$ cat config.mk
export PLATFORM = sky130hd
export DESIGN_NAME = product_accumulator
export DESIGN_NICKNAME = d
export VERILOG_FILES = /design/src/rtl/mult_pkg.sv /design/src/rtl/rise_detect.sv /design/src/rtl/product_accumulator.sv
export SDC_FILE = /design/constraint.sdc
export NUM_CORES = 1
export LEC_CHECK = 0
export CORE_MARGIN = 3
export CORE_UTILIZATION = 40
export DETAILED_ROUTE_END_ITERATION = 8
export HOLD_SLACK_MARGIN = 0.02
export MAX_ROUTING_LAYER = met4
export PLACE_DENSITY = 0.75
export SLEW_MARGIN = 15
export SYNTH_ARGS = -nofsm -noshare
export SYNTH_HDL_FRONTEND = slang
export SYNTH_HIERARCHICAL = 1
export SYNTH_SLANG_ARGS = --single-unit
$ cat constraint.sdc
create_clock -name clk -period 2.15 [get_ports clk]
set_input_delay 0.215 -clock clk [delete_from_list [all_inputs] [get_ports clk]]
set_output_delay 0.215 -clock clk [all_outputs]
set_load 0.005 [all_outputs]
$ cat src/rtl/mult_pkg.sv
// rtl/mult_pkg.sv - shared state type and default widths for the multiplier/accumulator stage
package mult_pkg;

  localparam int ACC_W_DEF = 24;
  localparam int LEN_W_DEF = 4;

  typedef enum logic [1:0] {
    ST_IDLE  = 2'd0,
    ST_ACCUM = 2'd1,
    ST_DONE  = 2'd2
  } acc_state_e;

endpackage

$ cat src/rtl/rise_detect.sv
// rtl/rise_detect.sv - registered rising-edge detector; a level already high out of reset is not an edge
module rise_detect (
  input  logic clk,
  input  logic rst,
  input  logic d,
  output logic rise
);

  logic d_q, d_d;
  logic armed_q, armed_d;

  // armed only after the input has been seen low, so a level held across reset is ignored
  always_comb begin
    d_d     = d;
    armed_d = armed_q | ~d;
  end

  // history and arming flops
  always_ff @(posedge clk or posedge rst) begin
    if (rst) begin
      d_q     <= 1'b0;
      armed_q <= 1'b0;
    end else begin
      d_q     <= d_d;
      armed_q <= armed_d;
    end
  end

  assign rise = d & ~d_q & armed_q;

endmodule

$ cat src/rtl/product_accumulator.sv
// rtl/product_accumulator.sv - accumulates a batch of multiplier products; ACC_SATURATE_EN selects clamping
module product_accumulator
  import mult_pkg::*;
#(
  parameter int ACC_W = ACC_W_DEF,
  parameter int LEN_W = LEN_W_DEF
) (
  input  logic             clk,
  input  logic             rst,
  input  logic             start,
  input  logic [LEN_W-1:0] len,
  input  logic [15:0]      product,
  input  logic             done,
  output logic [ACC_W-1:0] sum,
  output logic             sum_valid,
  output logic             busy,
  output logic             ovf
);

  acc_state_e       state_q, state_d;
  logic [ACC_W-1:0] sum_q, sum_d;
  logic             sum_valid_q, sum_valid_d;
  logic             busy_q, busy_d;
  logic             ovf_q, ovf_d;
  logic [LEN_W-1:0] cnt_q, cnt_d;
  logic [LEN_W-1:0] len_q, len_d;

  logic             done_ev;
  logic [ACC_W:0]   add_ext;
  logic [ACC_W-1:0] add_sum;
  logic [LEN_W-1:0] cnt_inc;

  rise_detect u_done_rise (
    .clk  (clk),
    .rst  (rst),
    .d    (done),
    .rise (done_ev)
  );

  // one-bit-wider adder exposes the carry used for overflow detection
  always_comb begin
    add_ext = {1'b0, sum_q} + (ACC_W+1)'(product);
    cnt_inc = cnt_q + LEN_W'(1);
`ifdef ACC_SATURATE_EN
    add_sum = add_ext[ACC_W] ? {ACC_W{1'b1}} : add_ext[ACC_W-1:0];
`else
    add_sum = add_ext[ACC_W-1:0];
`endif
  end

  // next-state and registered-output logic for the batch FSM
  always_comb begin
    state_d     = state_q;
    sum_d       = sum_q;
    sum_valid_d = 1'b0;
    busy_d      = busy_q;
    ovf_d       = ovf_q;
    cnt_d       = cnt_q;
    len_d       = len_q;
    case (state_q)
      ST_IDLE: begin
        if (start) begin
          state_d = ST_ACCUM;
          busy_d  = 1'b1;
          len_d   = (len == '0) ? LEN_W'(1) : len;
          cnt_d   = '0;
          sum_d   = '0;
          ovf_d   = 1'b0;
        end
      end
      ST_ACCUM: begin
        if (done_ev) begin
          sum_d = add_sum;
          if (add_ext[ACC_W]) ovf_d = 1'b1;
          cnt_d = cnt_inc;
          if (cnt_inc == len_q) begin
            state_d     = ST_DONE;
            sum_valid_d = 1'b1;
          end
        end
      end
      ST_DONE: begin
        state_d = ST_IDLE;
        busy_d  = 1'b0;
      end
      default: begin
        state_d = ST_IDLE;
        busy_d  = 1'b0;
      end
    endcase
  end

  // state and output registers
  always_ff @(posedge clk or posedge rst) begin
    if (rst) begin
      state_q     <= ST_IDLE;
      sum_q       <= '0;
      sum_valid_q <= 1'b0;
      busy_q      <= 1'b0;
      ovf_q       <= 1'b0;
      cnt_q       <= '0;
      len_q       <= '0;
    end else begin
      state_q     <= state_d;
      sum_q       <= sum_d;
      sum_valid_q <= sum_valid_d;
      busy_q      <= busy_d;
      ovf_q       <= ovf_d;
      cnt_q       <= cnt_d;
      len_q       <= len_d;
    end
  end

  assign sum       = sum_q;
  assign sum_valid = sum_valid_q;
  assign busy      = busy_q;
  assign ovf       = ovf_q;

endmodule
; ---- Yosys cells after proc, flatten, opt, wreduce, memory -nomap -nowiden
; Cells that the tools add are included.
[totals]
reg_bits = 39
[classes]
n_addsub = 2
n_eq_ne = 6
muxes = 20
bitwise = 6
n_reduce_logical = 8
[op_table]
columns = op, count
row1 = two-way mux 24 bit, 2
row2 = one-hot mux 24 bit (2 select lines), 1
row3 = adder 24 x 16 -> 25 bit, 1
row4 = two-way mux 4 bit, 3
row5 = "!= test 2 bit, second input constant", 4
row6 = one-hot mux 4 bit (2 select lines), 1
row7 = two-way mux 1 bit, 7
row8 = two-way mux 2 bit, 3
row9 = AND reduction 3 bit, 2
row10 = "adder 4 x 1 -> 4 bit, second input constant", 1
row11 = == test 4 bit, 1
row12 = logical NOT 4 bit, 1
row13 = one-hot mux 1 bit (2 select lines), 2
row14 = one-hot mux 2 bit (2 select lines), 1
row15 = AND reduction 2 bit, 2
row16 = AND reduction 4 bit, 1
row17 = inverter 1 bit, 3
row18 = AND 1 bit, 2
row19 = "== test 2 x 1 -> 1 bit, second input constant", 1
row20 = logical NOT 2 bit, 1
row21 = nonzero test 2 bit, 1
row22 = bitwise OR 1 bit, 1

; ---- Logic depth before layout (Yosys ltp)
; Gate-level depths: netlist of the first run.
[logic_depth]
word_depth = 5
mapped_depth = 9
ltp_nobuf = 8

; ---- Modules after synthesis
; Netlist of the first run, hierarchy kept.
[by_module_without_submodules]
columns = mod, n_inst, cells_each, area_each_um2
row1 = product_accumulator, 1, 282, 2504.9
row2 = rise_detect, 1, 5, 68.8

; ---- Worst setup path after synthesis of the first run
; OpenSTA, ideal clock, no wires.
[synth_path]
path_kind = register -> register
from = reg sum_q[0], in the netlist sum[0]
to = reg ovf_q, in the netlist ovf
setup_time_ns = 0.121
t_arrival_ns = 2.086
path_slack_ns = -0.057
stages_incl_launch_ff = 10
n_path_buf = 1
cell_sequence = dfrtp_1 > ha_1 > fa_1 > a211oi_1 > o211ai_1 > nand4_1 > and2_1 > clkbuf_1 > nor4_1 > o22a_1
[synth_between]
elab_chain_cells = 3
[synth_rtl]
columns = element, line
row1 = "start, declared", product_accumulator.sv:21  ; logic [ACC_W-1:0] sum_q, sum_d;
row2 = "start signal, assigned", product_accumulator.sv:105  ; sum_q <= sum_d;
row3 = adder 24 x 16 -> 25 bit, product_accumulator.sv:42  ; add_ext = {1'b0, sum_q} + (ACC_W+1)'(product);
row4 = != test 2 bit (no line), n/a
row5 = AND reduction 4 bit (no line), n/a
row6 = "end signal, assigned", product_accumulator.sv:108  ; ovf_q <= ovf_d;
row7 = "end, declared", product_accumulator.sv:24  ; logic ovf_q, ovf_d;
; No other way between the ends.
; A chain may end at the register's enable or synchronous reset.

; ---- Worst setup path in the final report of the first run
[layout_path]
from = reg sum_q[5], in the netlist sum[5]
to = reg sum_q[20], in the netlist sum[20]
[layout_between]
elab_chain_cells = 3
[layout_rtl]
columns = element, line
row1 = adder 24 x 16 -> 25 bit, product_accumulator.sv:42
row2 = two-way mux 24 bit, product_accumulator.sv:72  ; if (done_ev) begin
row3 = one-hot mux 24 bit (2 select lines), product_accumulator.sv:60  ; case (state_q)
; No other way between the ends. The select of a mux whose other input is x is not followed.

==> impl_metrics.py, run 1 <==
metrics = {
    "cells_and_area": {
        "n_fill_cell": 503,
        "multi_input_area_mm2": 0.00170,
        "layout.cells.non_filler": 477,
        "antenna-diode-count": 0,
        "final_layout_size_suffix_gt1_frac": 0.279,
        "layout-area-overhead-vs-synth_pct": 52.7,
        "seq_area_um2": 976,
        "final_nets": 443,
    },
    "synthesis": {
        "yosys.cell_types.count": 51,
        "synth_largest_area_cell": "sky130_fd_sc_hd__dfrtp_1",
        "synth-seq-cells": 39,
        "synth.avg_cell_area_um2": 8.97,
        "yosysWarningCount": 6,
        "postSynthCellCount": 287,
        "synth_edf_count": 0,
        "synthFlopType": "sky130_fd_sc_hd__dfrtp_1",
        "synth_top_area_share": 0.379,
        "synth-async-reset-ratio": 1.00,
        "yosysMostFrequentCell": "sky130_fd_sc_hd__nand2_1",
        "mappedNetlistNets": 329,
        "synth_area_mm2": 0.00257,
        "netlist_top_cells_area": "sky130_fd_sc_hd__dfrtp_1, sky130_fd_sc_hd__ha_1, sky130_fd_sc_hd__nand2_1",
        "synth.yosys.seq_area_share": 0.379,
        "synthTopCellsByCount": "sky130_fd_sc_hd__nand2_1, sky130_fd_sc_hd__dfrtp_1, sky130_fd_sc_hd__o21ai_0",
    },
    "timing": {
        "max-slew-margin-rel": 0.685,
        "timing_worst_slew_pin_value_ns": 0.473,
        "final-setup-viol-count": 4,
        "timing.clock.skew_ns": 0.00887,
        "finalHoldViolations": 0,
        "layout_min_cycle_time_ns": 2.18,
        "fin_crit_sh": 1.02,
        "fmaxAchievable_mhz": 458,
        "final_max_tran_viols": 0,
        "finalWorstSetupSlack_ns": -0.0323,
        "grt_setup_unrepaired": "yes",
    },
    "grt": {
        "groute.usage.overall": 0.206,
        "grt_max_degree": 38,
        "gr-total-overflow": 0,
        "grt_pass1_vias": 2670,
        "number_of_antenna_violations_at_the_first_check_in_global_routing": 0,
        "grt_first_pass_wirelength_um": 12000,
    },
    "die": {
        "chipHeight_um": 86.2,
        "dieWidth_um": 86.2,
        "floorplan.initialDensity": 0.425,
        "design.die.area_mm2": 0.00743,
        "io_pins": 51,
        "rows": 28,
        "fp.coreArea_mm2": 0.00606,
    },
    "worst_setup_path": {
        "timing.critical_path.to_type": "flop",
        "critPathRequiredTime_ns": 2.39,
        "cp_max_fo": 5,
        "critical_path.startpoint_type": "flop",
        "worst_ep_arrival_time_ns": 2.42,
        "critPathKind": "reg2reg",
    },
    "clocking": {
        "cts.htree.levels": 2,
        "cts.hold.buffers_added": 0,
        "root_buffer": "sky130_fd_sc_hd__clkbuf_8",
        "insertion_delay_to_the_later_sink_of_the_worst_skew_pair_ns": 0.31,
        "clock_tree.buffer_depth": 2,
        "cts_tree": "yes",
        "cts_num_sinks": 39,
        "clkTransAtPathRegs_ns": 0.09,
        "cts_inserted_buffers": 5,
    },
    "drt": {
        "route.final.wire_length_um": 7470,
        "ant_nets": 0,
        "first_pass_iters": 4,
        "average_wire_per_standard_cell_um": 15.7,
        "num_vias": 2632,
        "detail_route.vias_per_cell": 5.52,
        "detail_route.drc_violations": 0,
        "starting_drc_count_in_detailed_routing": 111,
    },
    "hold_path": {
        "min_path_type": "in2async",
    },
    "place": {
        "port_buffers": 50,
        "dpl.hpwl_um": 5290,
        "placed_cells_incl_taps": 467,
        "dpl_worst_slack_ns": -0.405,
        "place_congestion": 0.882,
    },
    "power_and_ir_drop": {
        "p_leak_uw": 0.00177,
        "max-vdd-ir-drop_uv": 737,
        "power_density_mw_per_mm2": 1300,
    },
    "status": {
        "failed_checks": "setup timing",
        "outcome": "complete, but fails checks",
    },
    "run": {
        "max-cap-violations": 0,
    },
}
-- critical path, cell delays in order, from the launching register on --
cell,delay [ns]
sky130_fd_sc_hd__dfrtp_1,0.40
sky130_fd_sc_hd__ha_1,0.34
sky130_fd_sc_hd__o211ai_1,0.15
sky130_fd_sc_hd__o211ai_1,0.27
sky130_fd_sc_hd__nand4_1,0.21
sky130_fd_sc_hd__and2_4,0.22
sky130_fd_sc_hd__or4_4,0.41
sky130_fd_sc_hd__a21oi_2,0.12
-- state kept, by name, summed over array words and instances (netlist names) --
signal	flops
sum	24
len_q	4
sum_valid	1
ovf	1
u_done_rise/d_q	1
u_done_rise/armed_q	1
state_q	2
cnt_q	4
busy	1
-- cell usage in the layout (no fill, tap or decap), types with 6 or more instances in the layout --
cell type	synthesis	routed
sky130_fd_sc_hd__nand4_1	9	9
sky130_fd_sc_hd__o21ai_0	26	19
sky130_fd_sc_hd__a21o_1	8	8
sky130_fd_sc_hd__xnor2_1	6	6
sky130_fd_sc_hd__dfrtp_1	39	39
sky130_fd_sc_hd__nand3_1	9	9
sky130_fd_sc_hd__a21oi_1	24	18
sky130_fd_sc_hd__clkdlybuf4s50_1	0	50
sky130_fd_sc_hd__ha_1	17	11
sky130_fd_sc_hd__nand2_1	40	39
sky130_fd_sc_hd__xor2_1	11	11
sky130_fd_sc_hd__nor2_1	11	11
sky130_fd_sc_hd__buf_4	1	70
-- worst paths after layout --
path	end	cells past startpoint	slack, ns	startpoint
worst max-delay path	sum[20]$_DFFE_PP0P_	7	-0.03	sum[5]$_DFFE_PP0P_
worst min-delay path	u_done_rise/d_q$_DFF_PP0_	2	0.07	rst
worst max register to register	sum[20]$_DFFE_PP0P_	7	-0.03	sum[5]$_DFFE_PP0P_
worst min register to register	u_done_rise/armed_q$_DFF_PP0_	1	0.48	u_done_rise/armed_q$_DFF_PP0_
max in group asynchronous	sum[9]$_DFFE_PP0P_	3	1.47	rst
min in group clk	u_done_rise/armed_q$_DFF_PP0_	1	0.48	u_done_rise/armed_q$_DFF_PP0_
-- area by class of cell --
class | count | area share
tap | 75 | 0.0239
timing repair buffer | 120 | 0.261
inverter | 4 | 0.00382
clock buffer | 5 | 0.0175
multi-input combinational | 231 | 0.434
clock inverter | 3 | 0.0118
sequential | 39 | 0.248
-- report_power, final --
group	switching [uW]	total, uW	internal [uW]
Combinational	1420	3180	1760
Sequential	264	1260	994
Clock	302	652	350
-- stage by stage --
stage | util | area (um2) | TNS, ns | total power (uW) | hold WS (ns)
4_1_cts | 0.619 | 3750 | -0.0580 | 4840 | 0.0757
3_3_place_gp | 0.596 | 3610 | -4.64 | 4040 | 0.403
6_report | 0.648 | 3930 | -0.0719 | 5090 | 0.0696
3_5_place_dp | 0.596 | 3610 | -5.60 | 4130 | 0.401
2_1_floorplan | - | 2580 | 0 | 2670 | -0.0438
5_1_grt | 0.648 | 3930 | -0.755 | 5480 | 0.0817
-- per-layer routing --
| layer | GRT usage | vias up | wire (um) | part of all wire |
|---|---|---|---|---|
| met5 | - | - | 0 | 0 |
| li1 | - | 1290 | - | - |
| met1 | 0.253 | 1248 | 3310 | 0.44 |
| met3 | 0.0361 | 9 | 370 | 0.050 |
| met2 | 0.357 | 85 | 3700 | 0.50 |
| met4 | 0.0439 | 0 | 92 | 0.012 |
-- logic make-up (layout without fill, tap and decap cells) --
| kind of cell | after synthesis | after routing | share of synthesized area |
|---|---|---|---|
| AND/OR/NAND/NOR | 103 | 104 | 0.211 |
| AO/OA/AOI/OAI | 91 | 91 | 0.222 |
| buffers and inverters | 18 | 132 | 0.0360 |
| multiplexers | 1 | 1 | 0.00389 |
| flip-flops | 39 | 39 | 0.379 |
| XOR/XNOR | 17 | 17 | 0.0579 |
| adder cells (fa/ha/maj) | 18 | 18 | 0.0904 |
-- timing repair --
action,CTS,global route
pin swaps,5,24
cloned,0,1
endpoints found under the setup margin,15,14
resized for setup,10,34
buffers inserted,0,2
No activity file was read; power rests on OpenSTA's default activity.
==> run 2: changes to the inputs <==
--- a/config.mk
+++ b/config.mk
@@ -6,4 +6,5 @@
 export NUM_CORES = 1
 export LEC_CHECK = 0
+export ABC_AREA = 1
 export CORE_MARGIN = 3
 export CORE_UTILIZATION = 40
@@ -11,5 +12,5 @@
 export HOLD_SLACK_MARGIN = 0.02
 export MAX_ROUTING_LAYER = met4
-export PLACE_DENSITY = 0.75
+export PLACE_DENSITY = 0.74
 export SLEW_MARGIN = 15
 export SYNTH_ARGS = -nofsm -noshare
==> constraint.sdc (replaced) <==
create_clock -name clk -period 2.15 [get_ports clk]
set_input_delay 0.215 -clock clk [delete_from_list [all_inputs] [get_ports clk]]
set_output_delay 0.215 -clock clk [all_outputs]
set_load 0.05 [all_outputs]
==> impl_metrics.py, run 2 <==
metrics = {
    "place": {
        "dpl.hpwl_um": 5190,
        "place_congestion": 0.902,
        "port_buffers": 50,
        "placed_cells_incl_taps": 539,
    },
    "power_and_ir_drop": {
        "share_comb_of_total_power": 0.620,
        "max-vdd-ir-drop_uv": 599,
        "power_switching_uw": 2340,
        "pwr-share-seq": 0.261,
        "power.share.clock": 0.119,
        "power_density_mw_per_mm2": 1290,
        "p_leak_uw": 0.00180,
        "power.share.switching": 0.517,
        "internal_power_uw": 2190,
    },
    "cells_and_area": {
        "layout.cells.most_common": "sky130_fd_sc_hd__nand2_1",
        "max_reg_flops": 24,
        "antenna-diode-count": 0,
        "final_nets": 495,
        "final_layout_size_suffix_gt1_frac": 0.106,
        "most-common-layout-cells": "sky130_fd_sc_hd__nand2_1, sky130_fd_sc_hd__clkdlybuf4s50_1, sky130_fd_sc_hd__inv_1, sky130_fd_sc_hd__dfrtp_1, sky130_fd_sc_hd__nor2_1",
        "layout-area-overhead-vs-synth_pct": 25.8,
        "layout.cells.non_filler": 547,
    },
    "clocking": {
        "cts.hold.buffers_added": 0,
        "cts_tree": "yes",
        "cts.htree.levels": 2,
        "cts_num_sinks": 39,
        "clkTransAtPathRegs_ns": 0.09,
        "post_cts_resized": 0,
        "cts_inserted_buffers": 5,
        "insertion_delay_to_the_later_sink_of_the_worst_skew_pair_ns": 0.30,
        "root_buffer": "sky130_fd_sc_hd__clkbuf_8",
        "clock_tree.buffer_depth": 2,
        "cts_setup_buffers": 0,
    },
    "timing": {
        "max-slew-margin-rel": 0.661,
        "final_max_tran_viols": 0,
        "layout_min_cycle_time_ns": 1.96,
        "timing_worst_slew_pin_value_ns": 0.506,
        "final-setup-viol-count": 0,
        "final.setup.tns_ns": 0,
        "timing.clock.skew_ns": 0.00667,
        "fin_crit_sh": 0.910,
        "finalHoldViolations": 0,
        "grt_setup_unrepaired": "no",
        "fmaxAchievable_mhz": 511,
    },
    "worst_setup_path": {
        "critPathKind": "reg2reg",
        "timing.critical_path.buf_inv": 0,
        "levels_on_crit_path": 12,
        "timing.reg2reg.worst_path_depth": 12,
        "critical_path.startpoint_type": "flop",
        "timing.critical_path.to_type": "flop",
        "critPathMaxStageDelay_ns": 0.41,
        "critPathRequiredTime_ns": 2.35,
        "timing.critical_path.slowest_stage_cell": "sky130_fd_sc_hd__dfrtp_1",
        "worstPathCellList": "ha_1, fa_1, nand2_1, nand2_1, nand3_1, nand2_2, nand2_2, nand2_4, nand2_1, nand2_1, nand3_1, nand2_1",
        "cp_max_fo": 4,
        "cp_common_cell": "sky130_fd_sc_hd__nand2_1",
        "critPathTopFamily": "simple AND/OR/NAND/NOR gates",
        "worst_ep_arrival_time_ns": 2.16,
    },
    "die": {
        "chipHeight_um": 89.5,
        "rows": 29,
        "dieWidth_um": 89.5,
        "io_pins": 51,
        "design.die.area_mm2": 0.00801,
        "floorplan.initialDensity": 0.424,
        "fp.coreArea_mm2": 0.00657,
    },
    "synthesis": {
        "netlist_top_cells_area": "sky130_fd_sc_hd__dfrtp_1, sky130_fd_sc_hd__nand2_1, sky130_fd_sc_hd__ha_1",
        "synth_largest_area_cell": "sky130_fd_sc_hd__dfrtp_1",
        "synth_edf_count": 0,
        "synth-seq-cells": 39,
        "mappedNetlistNets": 436,
        "synth.yosys.seq_area_share": 0.350,
        "yosys.cell_types.count": 35,
        "synthTopCellsByCount": "sky130_fd_sc_hd__nand2_1, sky130_fd_sc_hd__inv_1, sky130_fd_sc_hd__dfrtp_1",
        "synth_area_mm2": 0.00279,
        "postSynthCellCount": 394,
        "yosysMostFrequentCell": "sky130_fd_sc_hd__nand2_1",
        "synthFlopType": "sky130_fd_sc_hd__dfrtp_1",
        "yosysWarningCount": 6,
        "synth-async-reset-ratio": 1.00,
        "synth.avg_cell_area_um2": 7.08,
        "synth_top_area_share": 0.350,
    },
    "grt": {
        "number_of_antenna_violations_at_the_first_check_in_global_routing": 0,
        "gr-total-overflow": 0,
        "grt_max_degree": 38,
        "grt_first_pass_wirelength_um": 11100,
        "groute.usage.overall": 0.182,
        "grt_pass1_vias": 2404,
    },
    "status": {
        "outcome": "finished clean",
    },
    "drt": {
        "detail_route.vias_per_cell": 4.82,
        "ant_nets": 0,
        "route.final.wire_length_um": 6530,
        "average_wire_per_standard_cell_um": 11.9,
        "num_vias": 2637,
        "starting_drc_count_in_detailed_routing": 142,
        "detail_route.drc_violations": 0,
        "first_pass_iters": 4,
    },
    "run": {
        "max-cap-violations": 0,
    },
    "hold_path": {
        "min_path_type": "in2async",
    },
}
-- run 2: changes by cell type after synthesis, moves of 6 or more --
cell,delta
sky130_fd_sc_hd__nand4_1,-8
sky130_fd_sc_hd__xor2_1,-7
sky130_fd_sc_hd__nand2_1,+88
sky130_fd_sc_hd__nand2_2,+10
sky130_fd_sc_hd__inv_1,+40
sky130_fd_sc_hd__nor2_2,+6
sky130_fd_sc_hd__nor2_1,+27
sky130_fd_sc_hd__nand3_1,+12
sky130_fd_sc_hd__o21ai_0,-12
sky130_fd_sc_hd__a21o_1,-8
-- run 2: kinds of logic (layout without fill, tap and decap cells) --
logic type / Yosys count / in the layout / share of synthesized area
compound gates: 54 / 54 / 0.112
xor+xnor: 5 / 5 / 0.0157
fa+ha+maj: 18 / 18 / 0.0835
buf+inv: 54 / 114 / 0.0812
flops: 39 / 39 / 0.350
mux: 2 / 2 / 0.00808
simple gates: 222 / 222 / 0.350
-- run 2: cell type report --
| cell class | count | area, um2 |
|---|---|---|
| clock buffer | 5 | 68.8 |
| clock inverter | 3 | 23.8 |
| tap | 93 | 116 |
| multi-input combinational | 301 | 1590 |
| timing repair buffer | 57 | 553 |
| sequential | 39 | 976 |
| inverter | 49 | 184 |
| fill | 636 | 3060 |
-- run 2: path summary, 6_finish.rpt --
kind,to,slack [ns],startpoint
setup / recovery,ovf$_DFFE_PP0P_,0.19,sum[0]$_DFFE_PP0P_
hold / removal,u_done_rise/d_q$_DFF_PP0_,0.08,rst
setup reg to reg,ovf$_DFFE_PP0P_,0.19,sum[0]$_DFFE_PP0P_
hold reg to reg,u_done_rise/armed_q$_DFF_PP0_,0.46,u_done_rise/armed_q$_DFF_PP0_
max in group asynchronous,sum[23]$_DFFE_PP0P_,1.46,rst
min in group clk,u_done_rise/d_q$_DFF_PP0_,0.40,done
-- run 2: through the flow --
stage | utilization | power, uW | cell area, um2 | setup slack [ns] | hold WS [ns]
after CTS | 0.534 | 4570 | 3510 | 0.198 | 0.0728
after global placement | 0.520 | 3960 | 3410 | 0.0120 | 0.399
after floorplan | - | 3230 | 2790 | 0.108 | -0.0438
final | 0.534 | 4530 | 3510 | 0.192 | 0.0811
after detailed placement | 0.520 | 4010 | 3410 | -0.0445 | 0.407
after global routing | 0.534 | 4920 | 3510 | 0.0453 | 0.0744
-- run 2: power by group through the flow --
stage               combinational (uW)  clock, uW  sequential [uW]
floorplan                         1470          0             1750
global placement                  2770          0             1190
detailed placement                2800          0             1200
CTS                               2820        562             1190
global route                      3110        591             1220
finish                            2800        539             1180
-- run 2: layer usage --
| layer | routed length [um] | GRT usage | part of all wire | up-vias |
|---|---|---|---|---|
| li1 | - | - | - | 1381 |
| met1 | 3280 | 0.244 | 0.50 | 1198 |
| met2 | 2930 | 0.281 | 0.45 | 53 |
| met3 | 234 | 0.0295 | 0.036 | 5 |
| met4 | 90 | 0.0595 | 0.014 | 0 |
| met5 | 0 | - | 0 | - |
==> run 3: changes to the inputs <==
- SYNTH_HIERARCHICAL: 1 -> not set
==> impl_metrics.py, run 3 <==
metrics = {
    "status": {
        "outcome": "finished clean",
    },
    "power_and_ir_drop": {
        "max-vdd-ir-drop_uv": 418,
        "power.share.switching": 0.526,
        "power.share.clock": 0.119,
        "p_leak_uw": 0.00189,
        "power_density_mw_per_mm2": 1270,
        "power_switching_uw": 2410,
        "share_comb_of_total_power": 0.623,
        "internal_power_uw": 2180,
        "pwr-share-seq": 0.258,
    },
    "worst_setup_path": {
        "timing.critical_path.slowest_stage_cell": "sky130_fd_sc_hd__dfrtp_1",
        "worst_ep_arrival_time_ns": 2.12,
        "worstReg2RegEnd": "sum[22]$_DFFE_PP0P_",
        "critPathRequiredTime_ns": 2.35,
        "critPathKind": "reg2reg",
        "critical_path.startpoint_type": "flop",
        "worstPathCellList": "ha_1, fa_1, nand2_1, nand2_1, nand3_1, nand2_1, nand3_1, nand3_1, a21oi_1, nor2_1",
        "r2r_slack_ns": 0.23,
        "cp_max_fo": 4,
        "critPathMaxStageDelay_ns": 0.41,
        "timing.rr.start": "sum[0]$_DFFE_PP0P_",
        "timing.critical_path.to_type": "flop",
        "timing.reg2reg.worst_path_depth": 10,
    },
    "die": {
        "rows": 30,
        "io_pins": 51,
        "chipHeight_um": 91.4,
        "dieWidth_um": 91.4,
        "design.die.area_mm2": 0.00835,
        "fp.coreArea_mm2": 0.00694,
        "floorplan.initialDensity": 0.420,
    },
    "grt": {
        "groute.usage.overall": 0.189,
        "number_of_antenna_violations_at_the_first_check_in_global_routing": 0,
        "gr-total-overflow": 0,
        "grt_pass1_vias": 2798,
        "grt_first_pass_wirelength_um": 12600,
        "grt_max_degree": 40,
    },
    "timing": {
        "finalHoldViolations": 0,
        "fin_crit_sh": 0.892,
        "final.setup.tns_ns": 0,
        "finalWorstSetupSlack_ns": 0.233,
        "timing_worst_slew_pin_value_ns": 0.529,
        "final_max_tran_viols": 0,
        "max-slew-margin-rel": 0.647,
        "layout_min_cycle_time_ns": 1.92,
        "final-setup-viol-count": 0,
        "timing.clock.skew_ns": 0.0134,
        "fmaxAchievable_mhz": 522,
        "grt_setup_unrepaired": "no",
    },
    "synthesis": {
        "yosysMostFrequentCell": "sky130_fd_sc_hd__nand2_1",
        "mappedNetlistNets": 474,
        "postSynthCellCount": 432,
        "synth_edf_count": 0,
        "synth.yosys.seq_area_share": 0.334,
        "synth_area_mm2": 0.00292,
        "synth-seq-cells": 39,
        "synth.mux.area_fraction": 0,
        "synth.avg_cell_area_um2": 6.75,
        "synth-adder-area-share": 0.0798,
        "yosys.area_share.simple": 0.373,
        "synthFlopType": "sky130_fd_sc_hd__dfrtp_1",
        "xor_and_xnor_fraction_of_the_mapped_netlist_area": 0.0210,
        "netlist_top_cells_area": "sky130_fd_sc_hd__dfrtp_1, sky130_fd_sc_hd__nand2_1, sky130_fd_sc_hd__inv_1",
        "synth_top_area_share": 0.334,
        "synthTopCellsByCount": "sky130_fd_sc_hd__nand2_1, sky130_fd_sc_hd__inv_1, sky130_fd_sc_hd__nor2_1",
        "synth_top_family_by_area": "simple AND/OR/NAND/NOR gates",
        "yosysWarningCount": 0,
        "synth_largest_area_cell": "sky130_fd_sc_hd__dfrtp_1",
        "yosys.cell_types.count": 33,
        "synth-async-reset-ratio": 1.00,
        "synth-compound-area-share": 0.0918,
    },
    "run": {
        "max-cap-violations": 0,
    },
    "clocking": {
        "cts_inserted_buffers": 5,
        "cts.htree.levels": 2,
        "cts_tree": "yes",
        "cts_num_sinks": 39,
        "post_cts_resized": 0,
        "cts_setup_buffers": 0,
        "cts.hold.buffers_added": 0,
        "insertion_delay_to_the_later_sink_of_the_worst_skew_pair_ns": 0.31,
        "clkTransAtPathRegs_ns": 0.09,
        "root_buffer": "sky130_fd_sc_hd__clkbuf_8",
        "clock_tree.buffer_depth": 2,
    },
    "cells_and_area": {
        "final_nets": 530,
        "most-common-layout-cells": "sky130_fd_sc_hd__nand2_1, sky130_fd_sc_hd__inv_1, sky130_fd_sc_hd__clkdlybuf4s50_1, sky130_fd_sc_hd__nor2_1, sky130_fd_sc_hd__dfrtp_1",
        "n_fill_cell": 684,
        "finalInstanceArea_mm2": 0.00362,
        "antenna-diode-count": 0,
        "layout-area-overhead-vs-synth_pct": 23.9,
        "final_layout_size_suffix_gt1_frac": 0.0900,
        "layout.cells.non_filler": 585,
        "layout.cells.most_common": "sky130_fd_sc_hd__nand2_1",
        "max_reg_flops": 24,
    },
    "drt": {
        "average_wire_per_standard_cell_um": 12.6,
        "detail_route.drc_violations": 0,
        "detail_route.vias_per_cell": 4.82,
        "ant_nets": 0,
        "route.final.wire_length_um": 7360,
        "num_vias": 2822,
        "first_pass_iters": 4,
        "starting_drc_count_in_detailed_routing": 157,
    },
    "place": {
        "port_buffers": 50,
        "placement.cell_area_mm2": 0.00352,
        "place_congestion": 0.868,
        "placed_cells_incl_taps": 577,
        "dpl.hpwl_um": 5670,
        "dpl_worst_slack_ns": -0.00312,
    },
    "hold_path": {
        "min_path_type": "in2async",
    },
}
run 3: cell types whose count changed in the layout (fill, tap and decap cells not counted), sizes merged, moves of 4 or more:
cell | previous run | this run
inv | 50 | 64
nand2 | 139 | 156
nand3 | 24 | 33
nand3b | 5 | 1
nor2 | 44 | 52
run 3: power by group through the flow:
| stage | clock network, uW | logic, uW | registers (uW) |
|---|---|---|---|
| after floorplan | 0 | 1580 | 1700 |
| after global placement | 0 | 2810 | 1190 |
| after detailed placement | 0 | 2850 | 1200 |
| after CTS | 561 | 2860 | 1190 |
| after global routing | 589 | 3170 | 1230 |
| final | 546 | 2860 | 1190 |
run 3: how the worst max path moves through the flow:
stage | from | end | slack (ns) | cells after the start
floorplan | sum[0]$_DFFE_PP0P_ | ovf$_DFFE_PP0P_ | 0.12 | 13
global placement | product[0] | sum[20]$_DFFE_PP0P_ | 0.06 | 13
detailed placement | product[0] | sum[22]$_DFFE_PP0P_ | -0.003 | 11
CTS | sum[0]$_DFFE_PP0P_ | sum[22]$_DFFE_PP0P_ | 0.23 | 10
global route | sum[0]$_DFFE_PP0P_ | sum[22]$_DFFE_PP0P_ | 0.03 | 10
finish | sum[0]$_DFFE_PP0P_ | sum[22]$_DFFE_PP0P_ | 0.23 | 10
run 3: cells by family (layout without fill, tap and decap cells):
group,count (synthesis),in the layout
AOI/OAI and AO/OA,48,48
xor gates and xnor gates,7,7
and+or+nand+nor,250,250
adders and majority gates,18,18
buffers and inverters,70,127
DFF,39,39
run 3: cell type report:
cell class	count	area, um2	area share
Timing Repair Buffer	54	531	0.147
Inverter	65	244	0.0675
Clock buffer	5	68.8	0.0190
Tap cell	96	120	0.0332
Multi-Input combinational cell	323	1650	0.457
Sequential cell	39	976	0.270
Clock inverter	3	25.0	0.00692
run 3: worst max-delay path, delay by kind of cell (launching register included):
kind | cells | cell delay, ns
adders and majority gates | 2 | 0.62
AOI/OAI and AO/OA | 1 | 0.14
DFF | 1 | 0.41
and+or+nand+nor | 7 | 0.63
run 3: metal layers:
layer,vias up,global-route usage,wire (um)
li1,1462,-,-
met1,1279,0.233,3460
met2,73,0.313,3410
met3,8,0.0381,369
met4,0,0.0565,114
met5,-,-,0
run 3: metrics by stage:
step / utilization / power [uW] / hold WS, ns
2_1_floorplan: - / 3280 / 0.246
3_3_place_gp: 0.507 / 4000 / 0.439
3_5_place_dp: 0.507 / 4050 / 0.443
4_1_cts: 0.521 / 4610 / 0.344
5_1_grt: 0.521 / 4980 / 0.377
6_report: 0.521 / 4590 / 0.333
